**src/rtl/t_pulse_debounce_pkg.sv**
```systemverilog
// Shared definitions for the push-button debounce front end of the toggle flip-flop.
// State encoding is fixed so it can be observed and compared against other tools directly.
package t_pulse_debounce_pkg;

  typedef enum logic [1:0] {
    IdleLow    = 2'd0,
    ChkHigh    = 2'd1,
    StableHigh = 2'd2,
    ChkLow     = 2'd3
  } state_e;

endpackage

```
**src/rtl/t_pulse_debounce_sync_2ff.sv**
```systemverilog
// Two-stage synchronizer that brings the raw button into the clk domain.
// Both stages clear to 0 on the asynchronous active-low reset.
module t_pulse_debounce_sync_2ff (
  input  logic clk,
  input  logic rst_n,
  input  logic d,
  output logic q
);

  logic meta_q;
  logic sync_q;

  always_ff @(posedge clk or negedge rst_n) begin
    if (!rst_n) begin
      meta_q <= 1'b0;
      sync_q <= 1'b0;
    end else begin
      meta_q <= d;
      sync_q <= meta_q;
    end
  end

  assign q = sync_q;

endmodule

```
**src/rtl/t_pulse_debounce.sv**
```systemverilog
// Debounces a raw push-button and emits one single-cycle toggle-enable pulse on t per
// accepted press (and optionally per accepted release).
module t_pulse_debounce #(
  parameter int unsigned DEBOUNCE_CYCLES  = 16,
  parameter int unsigned CNT_W            = 5,
  parameter bit          PULSE_ON_RELEASE = 1'b0
) (
  input  logic clk,
  input  logic rst_n,
  input  logic btn_in,
  output logic t,
  output logic level,
  output logic busy
);

  import t_pulse_debounce_pkg::*;

  // The qualifying transition fires on this count, so the counter never wraps.
  localparam logic [CNT_W-1:0] CntLast = CNT_W'(DEBOUNCE_CYCLES - 1);

  logic             btn_s;
  state_e           state_q, state_d;
  logic [CNT_W-1:0] cnt_q, cnt_d;
  logic             t_q, t_d;
  logic             level_q, level_d;
  logic             busy_q, busy_d;

  t_pulse_debounce_sync_2ff u_sync (
    .clk   (clk),
    .rst_n (rst_n),
    .d     (btn_in),
    .q     (btn_s)
  );

  always_ff @(posedge clk or negedge rst_n) begin
    if (!rst_n) begin
      state_q <= IdleLow;
      cnt_q   <= '0;
      t_q     <= 1'b0;
      level_q <= 1'b0;
      busy_q  <= 1'b0;
    end else begin
      state_q <= state_d;
      cnt_q   <= cnt_d;
      t_q     <= t_d;
      level_q <= level_d;
      busy_q  <= busy_d;
    end
  end

  always_comb begin
    state_d = state_q;
    cnt_d   = cnt_q;
    level_d = level_q;
    t_d     = 1'b0;
    case (state_q)
      IdleLow: begin
        if (btn_s) begin
          state_d = ChkHigh;
          cnt_d   = '0;
        end
      end
      ChkHigh: begin
        if (!btn_s) begin
          state_d = IdleLow;
          cnt_d   = '0;
        end else if (cnt_q == CntLast) begin
          state_d = StableHigh;
          level_d = 1'b1;
          t_d     = 1'b1;
        end else begin
          cnt_d = cnt_q + 1'b1;
        end
      end
      StableHigh: begin
        if (!btn_s) begin
          state_d = ChkLow;
          cnt_d   = '0;
        end
      end
      ChkLow: begin
        if (btn_s) begin
          state_d = StableHigh;
          cnt_d   = '0;
        end else if (cnt_q == CntLast) begin
          state_d = IdleLow;
          level_d = 1'b0;
          t_d     = PULSE_ON_RELEASE;
        end else begin
          cnt_d = cnt_q + 1'b1;
        end
      end
      default: begin
        state_d = IdleLow;
        cnt_d   = '0;
      end
    endcase
    // Registered alongside state so busy lines up with the CHK_* states exactly.
    busy_d = (state_d == ChkHigh) || (state_d == ChkLow);
  end

  assign t     = t_q;
  assign level = level_q;
  assign busy  = busy_q;

endmodule
```
**config.mk**
```make
export PLATFORM = sky130hd
export DESIGN_NAME = t_pulse_debounce
export DESIGN_NICKNAME = d
export VERILOG_FILES = /design/src/rtl/t_pulse_debounce_pkg.sv /design/src/rtl/t_pulse_debounce_sync_2ff.sv /design/src/rtl/t_pulse_debounce.sv
export SDC_FILE = /design/constraint.sdc
export NUM_CORES = 1
export LEC_CHECK = 0
export CAP_MARGIN = 20
export CORE_MARGIN = 10
export CORE_UTILIZATION = 35
export DETAILED_ROUTE_END_ITERATION = 7
export GPL_ROUTABILITY_DRIVEN = 1
export SYNTH_ARGS = -nofsm -noshare
export SYNTH_HDL_FRONTEND = slang
export SYNTH_SLANG_ARGS = --single-unit
```
**constraint.sdc**
```tcl
create_clock -name clk -period 1.2 [get_ports clk]
set_input_delay 0.12 -clock clk [delete_from_list [all_inputs] [get_ports clk]]
set_output_delay 0.12 -clock clk [all_outputs]
set_load 0.005 [all_outputs]
```
==> results of run 1 <==
==> layout by cell type (no fill, tap or decap), drive strengths merged <==
master,n
buf,16
o21ai,2
inv,1
ha,1
o22a,1
o22ai,3
a21boi,2
and2,1
a21o,1
xnor2,2
mux2i,1
and3,1
dlygate4sd2,3
nand3,1
a31o,1
nand4b,1
nor2,3
nand2,7
dfrtp,11
clkdlybuf4s50,2
or2,1
nand2b,3
clkbuf,4
a21oi,1
==> stage by stage <==
step / setup slack, ps / setup TNS, ps
after detailed placement: -46.32 / -129.8
after global routing: -97.59 / -471.8
after global placement: -3.183 / -3.183
final: -24.79 / -36.60
after CTS: -66.62 / -174.1
after floorplan: -46.14 / -82.97
==> how the worst min path moves through the flow <==
stage,slack (ps),from,end,depth (start not counted)
after CTS,150,rst_n,cnt_q[1]$_DFFE_PN0P_,2
final,140,rst_n,t$_DFF_PN0_,2
after detailed placement,340,u_sync.meta_q$_DFF_PN0_,u_sync.q$_DFF_PN0_,0
after global routing,140,rst_n,level$_DFFE_PN0P_,2
after global placement,340,u_sync.meta_q$_DFF_PN0_,u_sync.q$_DFF_PN0_,0
after floorplan,-180,rst_n,busy$_DFF_PN0_,0
==> report_power, final <==
part / switching (W) / internal [W] / leakage (nW)
registers: 0.00000937 / 0.000381 / 0.144
clock network: 0.000134 / 0.000128 / 0.0150
logic: 0.0000405 / 0.0000529 / 0.251
total: 0.000183 / 0.000562 / 0.410
==> final cells by class <==
class | count | area [um^2]
Tap cell | 15 | 18.77
Clock buffer | 4 | 26.28
Multi-Input combinational cell | 33 | 266.5
Fill cell | 128 | 575.6
Inverter | 1 | 3.754
Sequential cell | 11 | 276.5
Timing Repair Buffer | 21 | 166.4
==> logic make-up after synthesis <==
logic type | synth area share (%)
AND/OR/NAND/NOR | 20.20
AO/OA/AOI/OAI | 15.52
adder cells (fa/ha/maj) | 2.463
flip-flops | 54.19
XOR/XNOR | 4.927
buffers and inverters | 0.7382
multiplexers | 1.971
==> cells in the mapped netlist <==
| cell | instances |
|---|---|
| a21boi_0 | 1 |
| and2_1 | 1 |
| dfrtp_1 | 11 |
| a31o_1 | 1 |
| xnor2_1 | 1 |
| and3_1 | 1 |
| nand2b_4 | 1 |
| a21oi_1 | 1 |
| or2_1 | 1 |
| nand2_1 | 7 |
| nor2_1 | 3 |
| o22a_2 | 1 |
| nand2b_1 | 2 |
| nand3_1 | 1 |
| nand4b_2 | 1 |
| a21o_1 | 1 |
| xnor2_2 | 1 |
| mux2i_1 | 1 |
| o21ai_0 | 1 |
| ha_1 | 1 |
| o21ai_1 | 1 |
| inv_1 | 1 |
| o22ai_1 | 3 |
| a21boi_2 | 1 |
==> worst max-delay path, delay by kind of cell (launching register included) <==
| kind | cells | cell delay, ps |
|---|---|---|
| AOI/OAI and AO/OA | 1 | 100 |
| adders and majority gates | 1 | 180 |
| buffers and inverters | 1 | 130 |
| DFF | 1 | 420 |
| muxes | 1 | 180 |
| and+or+nand+nor | 1 | 100 |
==> flip-flops by register name, indices dropped and copies added (netlist names) <==
| name | cells |
|---|---|
| u_sync.q | 1 |
| state_q | 1 |
| level | 1 |
| t | 1 |
| u_sync.meta_q | 1 |
| busy | 1 |
| cnt_q | 5 |
==> repair_timing <==
item / CTS / global route
pin swaps: 2 / 3
buffers inserted: 2 / 2
setup endpoints to repair: 8 / 8
resized for setup: 4 / 5
==> metal layers <==
layer,GRT usage [%],up-vias
li1,-,207
met1,7.843,196
met2,11.35,7
met3,3.486,2
met4,3.020,0
met5,0,-
==> results by group, run 1 <==
Run status
  • Status: finished with violations
  • Failing checks: negative setup slack

CTS
  • CTS buffer count: 3
  • Max H-tree Level: 1
  • CTS Hold Bufs: 0
  • Worst-path clk slew: 80 ps
  • CTS Root Cell: clkbuf_4
  • CTS tree: done
  • Clock insertion delay at the later pin of the skew report: 270 ps
  • Num Clock Sinks: 11
  • Clk buf depth: 2

Worst hold path
  • HP Class: primary input to async pin

Critical path
  • Crit path from: cnt_q[1]$_DFFE_PN0P_
  • Crit path cell chain: ha_4, nand4b_4, buf_4, mux2i_1, o22ai_1
  • Crit end category: register
  • R2r setup slk: -20 ps
  • Critical Path AT: 1370 ps
  • Crit path launch type: register
  • CP max stage cell: dfrtp_1
  • Reg2reg end: cnt_q[1]$_DFFE_PN0P_
  • Cells on worst reg2reg path: 5
  • Critical path endpoint: cnt_q[1]$_DFFE_PN0P_
  • Worst-path fanout max: 4
  • Worst path max stage delay: 420 ps
  • Reg-to-reg startpoint: cnt_q[1]$_DFFE_PN0P_
  • Critical path class: register to register
  • Worst EP required: 1350 ps

GRT
  • Vias in the first global route: 417
  • Total grt overflow: 0
  • GRT Resource Usage Total: 7.124%
  • Largest net degree at the start of global routing: 12
  • First-pass GRT wire length: 1856 um
  • Initial antenna violation count: 0

Die
  • Std cell rows: 13
  • Die width: 58.10 um
  • Initial Util: 38.09%
  • Die area: 3375 um^2
  • Core area: 1334 um^2
  • I/O pins: 6
  • Die H: 58.10 um

Timing
  • Worst Tran Pin Value: 216.0 ps
  • Count of pins over their slew limit: 0
  • Final Critical Period: 1225 ps
  • Setup WS post-layout: -24.79 ps
  • Final Hold Viols: 0
  • FMAX: 816.5 MHz
  • Hold WS: 141.1 ps
  • RSZ-0062 raised after global routing: true
  • Final period utilization: 102.1%
  • Final Setup Violations: 2
  • Setup Skew: 2.641 ps
  • Max_slew headroom: 85.53%

Synthesis
  • Sequential area share after synthesis: 54.19%
  • Post-synthesis instance total: 45
  • Leading area contributor after synthesis: dfrtp_1
  • Post-Synthesis Cell Area: 508.0 um^2
  • Synth warnings: 0
  • FF+latch count, synth: 11
  • Syn_nets: 49
  • Yosys top cell area share: 54.19%
  • Area contributors post-synth: dfrtp_1 54%, nand2_1 5.2%, o22ai_1 3.7%, xnor2_2 3.2%, nand4b_2 3.0%
  • Yosys cell types: 24
  • Syn_area_per_cell: 11.29 um^2

Power and ir drop
  • Pwr dens: 983.5 nW/um^2
  • Final Total Pwr: 0.0007457 W
  • Maximum VDD drop: 0.0006772 V
  • Static Leak: 0.4096 nW

Detailed routing
  • DR vias: 412
  • Antenna viol nets, final: 0
  • M1 WL: 518 um
  • Met3 Routed Length: 72 um
  • Initial drt markers: 2
  • Vias per cell: 4.847
  • Per-cell routed wire length: 13.19 um
  • DR WL met2: 519 um
  • Final wirelength: 1121 um
  • DR pass1 iterations: 4
  • Uppermost routed layer: met4
  • Drc violations: 0

Cells and area
  • Post-layout util: 56.85%
  • Total Nets Final: 75
  • Ant diodes: 0
  • Layout area overhead: 49.26%
  • Non-filler cells, final: 85
  • Fin area: 758.2 um^2
  • Share of cells above drive strength 1: 42.86%

Placement
  • Dpl hpwl: 797.7 um
  • RD Place Congestion: 0.7960
  • Placed Instances: 77
  • Placement Cell Area: 690.7 um^2
  • Port bufs: 5

Flow run
  • MaxCap Viol Count: 0
Power figures use the tool's default switching activity.
==> run 2, diff against run 1 <==
--- a/config.mk
+++ b/config.mk
@@ -5,7 +5,7 @@
 export SDC_FILE = /design/constraint.sdc
 export NUM_CORES = 1
 export LEC_CHECK = 0
-export CAP_MARGIN = 20
+export CAP_MARGIN = 15
 export CORE_MARGIN = 10
 export CORE_UTILIZATION = 35
 export DETAILED_ROUTE_END_ITERATION = 7
==> results of run 2 <==
No change in the layout: final DEF, timing and power equal those of run 1.
